==> src/rtl/pwm_deadtime_monitor.sv <==
// rtl/pwm_deadtime_monitor.sv - measures duty, period and dead times of a complementary gate-drive pair
module pwm_deadtime_monitor #(
  parameter int W      = 10,
  parameter int MIN_DT = 4
) (
  input  logic         clk,
  input  logic         rst,
  input  logic         s,
  input  logic         nots,
  input  logic         clr_fault,
  output logic [W-1:0] duty,
  output logic [W-1:0] period,
  output logic [W-1:0] dt_fall,
  output logic [W-1:0] dt_rise,
  output logic         valid,
  output logic         overlap,
  output logic         dt_viol,
  output logic         stall
);

  localparam logic [W-1:0] MAX   = '1;
  localparam logic [W-1:0] MIN_V = W'(MIN_DT);

  typedef enum logic [2:0] {IDLE, HIGH, DT_FALL, LOW, DT_RISE} state_t;

  state_t       state_q, state_d;
  logic         s_m_q, s_y_q, s_p_q, n_m_q, n_y_q;
  logic [W-1:0] per_q, per_d, hi_q, hi_d, dtf_q, dtf_d, dtr_q, dtr_d;
  logic [W-1:0] duty_q, duty_d, period_q, period_d;
  logic [W-1:0] dt_fall_q, dt_fall_d, dt_rise_q, dt_rise_d;
  logic         valid_q, valid_d, overlap_q, overlap_d;
  logic         dt_viol_q, dt_viol_d, stall_q, stall_d;
  logic         s_rise;

  // Counters stick at all-ones so a runaway period never aliases to a short one.
  function automatic logic [W-1:0] inc(input logic [W-1:0] v);
    return (v == MAX) ? v : v + W'(1);
  endfunction

  assign s_rise  = s_y_q & ~s_p_q;
  assign duty    = duty_q;
  assign period  = period_q;
  assign dt_fall = dt_fall_q;
  assign dt_rise = dt_rise_q;
  assign valid   = valid_q;
  assign overlap = overlap_q;
  assign dt_viol = dt_viol_q;
  assign stall   = stall_q;

  // Two-flop synchronizers on both gate drives plus the delayed s copy for rise detection.
  always_ff @(posedge clk) begin
    if (rst) begin
      s_m_q <= 1'b0;
      s_y_q <= 1'b0;
      s_p_q <= 1'b0;
      n_m_q <= 1'b0;
      n_y_q <= 1'b0;
    end else begin
      s_m_q <= s;
      s_y_q <= s_m_q;
      s_p_q <= s_y_q;
      n_m_q <= nots;
      n_y_q <= n_m_q;
    end
  end

  // Phase tracking, per-phase counting and result capture; counters follow the next state so each cycle lands in the phase it belongs to.
  always_comb begin
    state_d   = state_q;
    per_d     = per_q;
    hi_d      = hi_q;
    dtf_d     = dtf_q;
    dtr_d     = dtr_q;
    duty_d    = duty_q;
    period_d  = period_q;
    dt_fall_d = dt_fall_q;
    dt_rise_d = dt_rise_q;
    valid_d   = 1'b0;
    overlap_d = overlap_q & ~clr_fault;
    dt_viol_d = dt_viol_q & ~clr_fault;
    stall_d   = stall_q;

    case (state_q)
      HIGH:    if (!s_y_q) state_d = n_y_q ? LOW : DT_FALL;
      DT_FALL: if (n_y_q) state_d = LOW;
      LOW:     if (!n_y_q) state_d = DT_RISE;
      default: ;
    endcase

    if (state_q != IDLE) per_d = inc(per_q);
    if (state_d == HIGH)    hi_d  = inc(hi_q);
    if (state_d == DT_FALL) dtf_d = inc(dtf_q);
    if (state_d == DT_RISE) dtr_d = inc(dtr_q);

    if (s_y_q && n_y_q) begin
      overlap_d = 1'b1;
      state_d   = IDLE;
    end else if (state_q != IDLE && per_q == MAX) begin
      stall_d = 1'b1;
      state_d = IDLE;
    end else if (s_rise) begin
      // A rise from LOW is only reachable with nots already low, i.e. a zero-length rising dead time.
      if (state_q == LOW || state_q == DT_RISE) begin
        valid_d   = 1'b1;
        duty_d    = hi_q;
        period_d  = per_q;
        dt_fall_d = dtf_q;
        dt_rise_d = dtr_q;
        stall_d   = 1'b0;
        if (dtf_q < MIN_V || dtr_q < MIN_V) dt_viol_d = 1'b1;
      end
      state_d = HIGH;
      per_d   = W'(1);
      hi_d    = W'(1);
      dtf_d   = '0;
      dtr_d   = '0;
    end
  end

  // State, counters and reported results.
  always_ff @(posedge clk) begin
    if (rst) begin
      state_q   <= IDLE;
      per_q     <= '0;
      hi_q      <= '0;
      dtf_q     <= '0;
      dtr_q     <= '0;
      duty_q    <= '0;
      period_q  <= '0;
      dt_fall_q <= '0;
      dt_rise_q <= '0;
      valid_q   <= 1'b0;
      overlap_q <= 1'b0;
      dt_viol_q <= 1'b0;
      stall_q   <= 1'b0;
    end else begin
      state_q   <= state_d;
      per_q     <= per_d;
      hi_q      <= hi_d;
      dtf_q     <= dtf_d;
      dtr_q     <= dtr_d;
      duty_q    <= duty_d;
      period_q  <= period_d;
      dt_fall_q <= dt_fall_d;
      dt_rise_q <= dt_rise_d;
      valid_q   <= valid_d;
      overlap_q <= overlap_d;
      dt_viol_q <= dt_viol_d;
      stall_q   <= stall_d;
    end
  end

endmodule
==> config.mk <==
export PLATFORM = sky130hd
export DESIGN_NAME = pwm_deadtime_monitor
export DESIGN_NICKNAME = d
export VERILOG_FILES = /design/src/rtl/pwm_deadtime_monitor.sv
export SDC_FILE = /design/constraint.sdc
export NUM_CORES = 1
export LEC_CHECK = 0
export ABC_AREA = 1
export CAP_MARGIN = 20
export CORE_MARGIN = 2
export CORE_UTILIZATION = 33
export DETAILED_ROUTE_END_ITERATION = 6
export GPL_ROUTABILITY_DRIVEN = 1
export GPL_TIMING_DRIVEN = 0
export PLACE_DENSITY = 0.52
export SLEW_MARGIN = 20
export SYNTH_ARGS = -nofsm -noshare
export SYNTH_HDL_FRONTEND = slang
export SYNTH_SLANG_ARGS = --single-unit
==> constraint.sdc <==
create_clock -name clk -period 1.65 [get_ports clk]
set_input_delay 0.165 -clock clk [delete_from_list [all_inputs] [get_ports clk]]
set_output_delay 0.165 -clock clk [all_outputs]
set_load 0.005 [all_outputs]
==> flow_summary.toml, run 1 <==
[clock_tree]
clock_latency_ns = 0.35
cts_buffer_depth = 2
cts_buffers = 9
cts_tree = "built"
hold_buffers = 0
clockRootBuffer = "clkbuf_16"
clkTransAtPathRegs_ns = 0.07
htreeDepth = 3
cts_sinks = 92

[global_route]
antenna_found_initial = 0
grt_max_degree = 16
grt-ovfl-total = 0
grt_pass1_wl_mm = 17.3
grt_usage_pct = 15.3
first_global_vias = 3609

[yosys]
synth-simple-area-share_pct = 35.5
ys_seq_area_share_pct = 43.2
synth_flop_cell = "dfxtp_1"
synth_edf_count = 0
synth_mux_area_share_pct = 0
syn_avg_cell_area_um2 = 6.75
yosysTopAreaCell = "dfxtp_1"
netlist.area_leader.share_pct = 43.2
synth_area_um2 = 4260
yosys_warnings = 0
synth_compound_area_share_pct = 10.6
synth_top_family_by_area = "simple AND/OR/NAND/NOR gates"
syn-num-nets = 640
synth_xor_area_share_pct = 0.411
yosys_register_bits = 92
ys_top_cells_by_area = "dfxtp_1, nor2_1, nand2_1"
ys_types = 33
synth_fa_ha_area_share_pct = 1.17
syn_inst = 631
synthArstFlopShare_pct = 0
yosysMostFrequentCell = "nor2_1"
synth_commonest_cells = "nor2_1, nand2_1, dfxtp_1"

[placed_design]
pre_cts_slack_ns = -0.182
dp_hpwl_mm = 7.52
dp_cells = 850
routabilityCongestion = 0.902
port_buffers = 47

[routing]
vias = 4101
drtAntennaViolNets = 0
drtIter0Drc = 148
totalWireLength_mm = 10.9
avgRoutedWirePerCell_um = 12.4
firstDrtPassIters = 4
via_per_inst = 4.65
drc_errors = 0

[worst_setup_path]
cp.required_ns = 1.95
critPathArrivalTime_ns = 1.90
critPathCaptureType = "register"
start_kind = "register"
cp_max_fo = 9
critical_path_class = "reg -> reg"

[floorplan]
io_pins = 49
rows = 41
start_util_pct = 33.8
core_area_um2 = 12600
die_w_um = 118
die_area_um2 = 13800
fp.dieH_um = 118

[timing]
fin_crit_sh_pct = 97.1
relSlewSlack_pct = 72.7
drv_slew = 0
finalClockSkew_ns = 0.00579
finalSetupViolCount = 0
setup_ws_ns = 0.0481
max_freq_ghz = 0.624
rsz0062_at_grt = "yes"
hold_violations = 0
fin_hold_ws_ns = 0.139
worstMarginPinSlew_ns = 0.410
tns_ns = 0
period_minus_slack_ns = 1.60

[cells_and_area]
fillers = 1325
final_cells = 882
diodes = 0
multiInputGateArea_um2 = 2200
layout.nets = 714
area_delta_synth_final_pct = 32.5
layout-drive-gt1-share_pct = 15.8
layout.area.seq_um2 = 1860

[power_and_ir_drop]
p_leak_nw = 2.31
peakVddDrop_uv = 489
cellPowerDensity_nw_per_um2 = 814

[outcome]
status = "complete, no violations"

[flow_run]
maxCapViolations = 0

[worst_hold_path]
hp-class = "in -> reg"
==> logic make-up after synthesis <==
logic type | count (synthesis)
fa+ha+maj | 4
compound gates | 85
buf+inv | 92
flops | 92
simple gates | 356
xor+xnor | 2
==> metrics by stage <==
| stage | total power [W] | cell area (um2) | util [%] |
|---|---|---|---|
| global route | 0.00478 | 5650 | 44.7 |
| CTS | 0.00462 | 5340 | 42.3 |
| global placement | 0.00249 | 4950 | 39.2 |
| finish | 0.00460 | 5650 | 44.7 |
| floorplan | 0.00243 | 4260 | - |
| detailed placement | 0.00249 | 4950 | 39.2 |
==> sequential cells by signal (all words and copies together), names as in the netlist <==
| name | flops |
|---|---|
| dt_fall | 10 |
| dt_rise | 10 |
| dt_viol | 1 |
| dtf_q | 10 |
| dtr_q | 10 |
| duty | 10 |
| hi_q | 10 |
| n_m_q | 1 |
| n_y_q | 1 |
| overlap | 1 |
| per_q | 10 |
| period | 10 |
| s_m_q | 1 |
| s_p_q | 1 |
| s_y_q | 1 |
| stall | 1 |
| state_q | 3 |
| valid | 1 |
==> worst max-delay path, cell delays in order, from the launching register on <==
cell and delay (ns):
dfxtp_2 0.36, nor2_4 0.16, nand2_4 0.10, nand2_2 0.09, inv_2 0.05, nand2_4 0.10, nand3_4 0.16, buf_4 0.19
buf_4 0.12, nor2_2 0.09, nand2_1 0.06, nand2_1 0.06
==> metal layers <==
layer | vias to the layer above | part of all wire [%] | track usage [%]
met5 | - | 0 | 0
met4 | 0 | 1.6 | 7.38
met3 | 14 | 3.2 | 2.23
met2 | 64 | 48 | 24.6
met1 | 1864 | 48 | 20.1
li1 | 2159 | - | -
==> worst paths after layout <==
| kind | startpoint | endpoint | slack [ns] | depth (start not counted) |
|---|---|---|---|---|
| setup reg to reg | state_q[0] | dt_viol | 0.05 | 11 |
| setup / recovery | state_q[0] | dt_viol | 0.05 | 11 |
| hold reg to reg | s_m_q | s_y_q | 0.42 | 2 |
| hold / removal | rst | n_y_q | 0.14 | 2 |
==> cell usage in the layout, fill, tap and decap left out, types with 2 or more instances in the layout <==
cell and count:
buf_4 15, nor2_2 15, nand3_1 36, nor3_1 5, nor2_1 132, clkbuf_16 9
dfxtp_2 9, xor2_1 2, nand2_4 3, clkinv_1 2, inv_1 60, and2_1 2
nand2_1 124, clkdlybuf4s50_1 47, buf_6 8, dfxtp_4 2, inv_6 2, o21ai_0 26
nand3_2 4, o21ai_1 30, nor2_4 6, nand2_2 5, ha_1 2, nand3b_1 4
a21oi_4 2, clkbuf_1 5, buf_8 4, nor3_4 2, dfxtp_1 81, nand4_1 15
ha_4 2, buf_2 3, inv_2 10, a21oi_1 22
==> layout make-up <==
class | count | area share (%)
timing repair buffer | 63 | 10.7
clock buffer | 11 | 4.30
clock inverter | 5 | 1.06
inverter | 73 | 4.94
sequential | 92 | 33.0
buffer | 19 | 3.21
multi-input combinational | 447 | 39.1
tap | 172 | 3.81
==> timing repair <==
action                     CTS  global route
buffers inserted             5            10
pin swaps                    4             8
resized for setup           17            85
cloned                       0             1
setup endpoints to repair   78            81
==> report_power, final <==
| part | leakage, nW | internal (W) | total [W] | switching [W] |
|---|---|---|---|---|
| Sequential | 0.748 | 0.00224 | 0.00226 | 0.0000217 |
| Clock | 0.146 | 0.00122 | 0.00212 | 0.000897 |
| Combinational | 1.41 | 0.0000825 | 0.000219 | 0.000137 |
(Power assumes the default switching activity.)
==> run 2, diff against run 1 <==
Settings changed: CAP_MARGIN 20 to 0, SKIP_CTS_REPAIR_TIMING set to 1.
==> run 2 against run 1 <==
Compared with the run above:
- sequential share of layout area fell by 1.2 points
- utilization rose by 2.0 points
- critical path type unchanged
- clock power barely moved
- combinational power rose by 14%
- power rose by 0.82%
- critical endpoint is now dt_rise[2]
- sequential power barely moved
- cell count rose by 1.5%
- routed wire length rose by 5.2%
- via count rose by 1.7%
- non-clock buffer count rose by 12
- first-iteration DRC count rose by 6.8%
==> flow_summary.toml, run 2 (synthesized netlist as in run 1, its figures left out) <==
[outcome]
status = "complete, no violations"

[flow_run]
maxCapViolations = 0

[timing]
period_minus_slack_ns = 1.62
worstMarginPinSlew_ns = 0.541
hold_violations = 0
rsz0062_at_grt = "yes"
relSlewSlack_pct = 64.0
finalSetupViolCount = 0
finalClockSkew_ns = 0.00725
fin_crit_sh_pct = 98.3
max_freq_ghz = 0.616
drv_slew = 0

[floorplan]
io_pins = 49
fp.dieH_um = 118
core_area_um2 = 12600
rows = 41
die_w_um = 118
die_area_um2 = 13800
start_util_pct = 33.8

[routing]
vias = 4171
avgRoutedWirePerCell_um = 12.8
top_layer = "met4"
firstDrtPassIters = 4
drt-met1-wl_mm = 5.34
drtIter0Drc = 158
totalWireLength_mm = 11.5
met3_length_um = 337
drc_errors = 0
via_per_inst = 4.66
drtAntennaViolNets = 0
wl_met2_mm = 5.61

[worst_setup_path]
cp_max_fo = 6
critical_path_class = "reg -> reg"
critPathCaptureType = "register"
r2r_cells = 8
critPathArrivalTime_ns = 1.90
start_kind = "register"
cp.required_ns = 1.93

[clock_tree]
cts_buffers = 9
clock_latency_ns = 0.35
cts_tree = "built"
cts_sinks = 92
clkTransAtPathRegs_ns = 0.07
clockRootBuffer = "clkbuf_16"
htreeDepth = 3
cts_buffer_depth = 2

[global_route]
antenna_found_initial = 0
grt_usage_pct = 15.1
grt-ovfl-total = 0
first_global_vias = 3599
grt_max_degree = 16
grt_pass1_wl_mm = 17.1

[cells_and_area]
area_delta_synth_final_pct = 38.3
final_cell_mix = "nor2_1, nand2_1, dfxtp_1"
layout.nets = 727
layout-drive-gt1-share_pct = 18.7
diodes = 0
final_common_cell = "nor2_1"
final_cells = 895
final_area_um2 = 5890
fillers = 1315

[power_and_ir_drop]
p_total_w = 0.00463
p_leak_nw = 2.42
peakVddDrop_uv = 472
cellPowerDensity_nw_per_um2 = 786

[placed_design]
routabilityCongestion = 0.902
dp_cells = 850
port_buffers = 47
post_dp_cell_area_um2 = 4950
dp_hpwl_mm = 7.52

[worst_hold_path]
hp-class = "in -> reg"
hold_path_depth = 2
## run 2: cell count changes in the layout (fill, tap and decap cells not counted), moves of 2 or more
cell	delta
o21ai_0	-10
dfxtp_1	-3
nor2_2	-3
dfxtp_4	+2
buf_4	+4
nor2_1	+3
buf_8	+3
o21ai_2	+10
clkbuf_16	+4
## run 2: final timing paths
| kind | slack, ns | endpoint | from |
|---|---|---|---|
| hold / removal | 0.14 | n_y_q | rst |
| hold reg to reg | 0.42 | s_y_q | s_m_q |
| setup reg to reg | 0.03 | dt_rise[2] | s_y_q |
| setup / recovery | 0.03 | dt_rise[2] | s_y_q |
## run 2: per-stage QoR
step | util (%) | setup TNS (ns) | hold slack, ns | setup WS, ns
6_report | 46.7 | 0 | 0.139 | 0.0275
5_1_grt | 46.7 | -1.79 | 0.157 | -0.0711
4_1_cts | 41.6 | -11.22 | 0.132 | -0.225
3_5_place_dp | 39.2 | -9.21 | 0.418 | -0.182
3_3_place_gp | 39.2 | -9.55 | 0.416 | -0.188
2_1_floorplan | - | 0 | 0.272 | 0.146
## run 2: layout make-up
cell class	count	area, um2	share of cell area (%)
Tap cell	172	215	3.65
Multi-Input combinational cell	448	2250	38.2
Buffer	19	191	3.25
Inverter	73	284	4.82
Clock buffer	11	243	4.12
Sequential cell	92	1870	31.7
Clock inverter	5	60.1	1.02
Timing Repair Buffer	75	778	13.2
## run 2: per-layer routing
layer,vias up,GRT usage [%]
li1,2186,-
met1,1909,19.8
met2,64,24.4
met3,12,2.08
met4,0,7.38
met5,-,0
## run 2: report_power, final
part | internal, W | switching, W | leakage [nW]
registers | 0.00223 | 0.0000216 | 0.750
clock network | 0.00122 | 0.000906 | 0.146
logic | 0.000106 | 0.000144 | 1.53
## run 2: critical path, cell delays in order (launching register included)
cell and delay [ns]:
dfxtp_4 0.36, inv_4 0.04, or2_4 0.24, nor2_4 0.21
nand3_4 0.23, inv_8 0.18, clkbuf_16 0.17, nor2_1 0.04
nor2_1 0.08
==> run 3, diff against run 2 <==
Settings changed: CELL_PAD_IN_SITES_DETAIL_PLACEMENT set to 1, CELL_PAD_IN_SITES_GLOBAL_PLACEMENT set to 2, CORE_UTILIZATION 33 to 32, CTS_BUF_LIST set to sky130_fd_sc_hd__clkbuf_8, PLACE_DENSITY 0.52 to 0.82.
==> run 3 against run 2 <==
Compared with the run above:
- utilization fell by 3.3 points
- largest cell class unchanged
- highest routed layer unchanged
- sequential share of layout area up 1.3 points
- critical endpoint is now dtf_q[1]
- fmax down 0.22%
==> flow_summary.toml, run 3 (synthesized netlist as in run 1, its figures left out) <==
[outcome]
status = "complete, no violations"

[clock_tree]
clockRootBuffer = "clkbuf_8"
cts_buffers = 9
htreeDepth = 3
clkTransAtPathRegs_ns = 0.10
cts_sinks = 92
cts_buffer_depth = 2
clock_latency_ns = 0.39
cts_tree = "built"

[cells_and_area]
fillers = 1687
diodes = 0
final_common_cell = "nor2_1"
final_cell_mix = "nor2_1, nand2_1, dfxtp_1"
area_delta_synth_final_pct = 33.9
layout.nets = 720
layout-drive-gt1-share_pct = 17.7
final_area_um2 = 5710

[floorplan]
core_area_um2 = 13100
die_area_um2 = 14300
die_w_um = 119
io_pins = 49
fp.dieH_um = 119
rows = 42
start_util_pct = 32.4

[worst_setup_path]
worstPathCellList = "ha_4 -> nand2_4 -> nor3_4 -> nand2_4 -> a21oi_4 -> clkbuf_16 -> nand2_1 -> nor2_1"
cp_max_fo = 7
critical_path.most_common_cell = "nand2_4"
critical_path_class = "reg -> reg"
critPathArrivalTime_ns = 1.95
cp.required_ns = 1.98
crit_buf_inv = 1
start_kind = "register"
cp_slowest_stage_delay_ns = 0.39
slowest_stage = "dfxtp_4"
cp_top_family = "simple AND/OR/NAND/NOR gates"
critPathCaptureType = "register"

[timing]
period_minus_slack_ns = 1.63
hold_violations = 0
rsz0062_at_grt = "yes"
max_freq_ghz = 0.615
relSlewSlack_pct = 56.9
worstMarginPinSlew_ns = 0.647
tns_ns = 0
finalSetupViolCount = 0
fin_crit_sh_pct = 98.6
drv_slew = 0
finalClockSkew_ns = 0.0181

[power_and_ir_drop]
swShare_pct = 25.1
p_leak_nw = 2.32
p_comb_share_pct = 6.1
p_sw_w = 0.00104
p_int_w = 0.00311
power_frac_seq_pct = 54.1
peakVddDrop_uv = 324
p_total_w = 0.00416
cellPowerDensity_nw_per_um2 = 728
clockPowerShare_pct = 39.9

[routing]
avgRoutedWirePerCell_um = 14.5
drtIter0Drc = 187
firstDrtPassIters = 4
drtAntennaViolNets = 0
drc_errors = 0
totalWireLength_mm = 12.9
via_per_inst = 4.75
vias = 4235

[global_route]
antenna_found_initial = 0
first_global_vias = 4184
grt_usage_pct = 17.8
grt_pass1_wl_mm = 20.1
grt_max_degree = 16
grt-ovfl-total = 0

[worst_hold_path]
hp-class = "in -> reg"

[placed_design]
port_buffers = 47
post_dp_cell_area_um2 = 4950
routabilityCongestion = 0.820
dp_hpwl_mm = 9.00

[flow_run]
maxCapViolations = 0
## run 3: cell count changes in the layout (fill, tap and decap cells not counted), moves of 4 or more
cell	before	now
clkbuf_16	13	3
clkbuf_8	1	11
nor2_1	135	142
nor2_2	12	5
o21ai_0	16	22
dfxtp_4	4	9
nand2_1	123	119
## run 3: area by class of cell
class	count	area, um2	area share, %
clock buffer	11	151	2.65
inverter	73	282	4.93
tap	176	220	3.86
multi-input combinational	447	2230	39.0
timing repair buffer	69	704	12.3
clock inverter	5	60.1	1.05
sequential	92	1890	33.0
buffer	19	176	3.09
## run 3: per-layer routing
metal	GRT usage [%]	vias up	wire length, um
met4	7.06	0	261
li1	-	2167	-
met2	29.2	40	6180
met3	2.83	14	324
met5	0	-	0
met1	23.3	2014	6140
## run 3: final timing paths
check                               from        to  slack (ns)  depth (start not counted)
worst max-delay path            per_q[0]  dtf_q[1]        0.02                          8
worst min-delay path                 rst     n_m_q         0.1                          2
worst max register to register  per_q[0]  dtf_q[1]        0.02                          8
worst min register to register     s_m_q     s_y_q        0.41                          2
## run 3: power groups by stage
stage / clock [W] / combinational (W) / sequential, W
3_5_place_dp: 0 / 0.000195 / 0.00231
2_1_floorplan: 0 / 0.000129 / 0.00230
6_report: 0.00166 / 0.000252 / 0.00225
4_1_cts: 0.00171 / 0.000196 / 0.00225
5_1_grt: 0.00180 / 0.000282 / 0.00225
3_3_place_gp: 0 / 0.000190 / 0.00231
## run 3: stage by stage
| step | std cells | setup slack, ns | hold slack (ns) | util, % |
|---|---|---|---|---|
| 2_1_floorplan | 631 | 0.146 | 0.272 | - |
| 3_5_place_dp | 854 | -0.294 | 0.408 | 37.7 |
| 5_1_grt | 892 | -0.0864 | 0.108 | 43.4 |
| 6_report | 892 | 0.0238 | 0.0953 | 43.4 |
| 4_1_cts | 870 | -0.321 | 0.0789 | 39.3 |
| 3_3_place_gp | 854 | -0.248 | 0.400 | 37.7 |
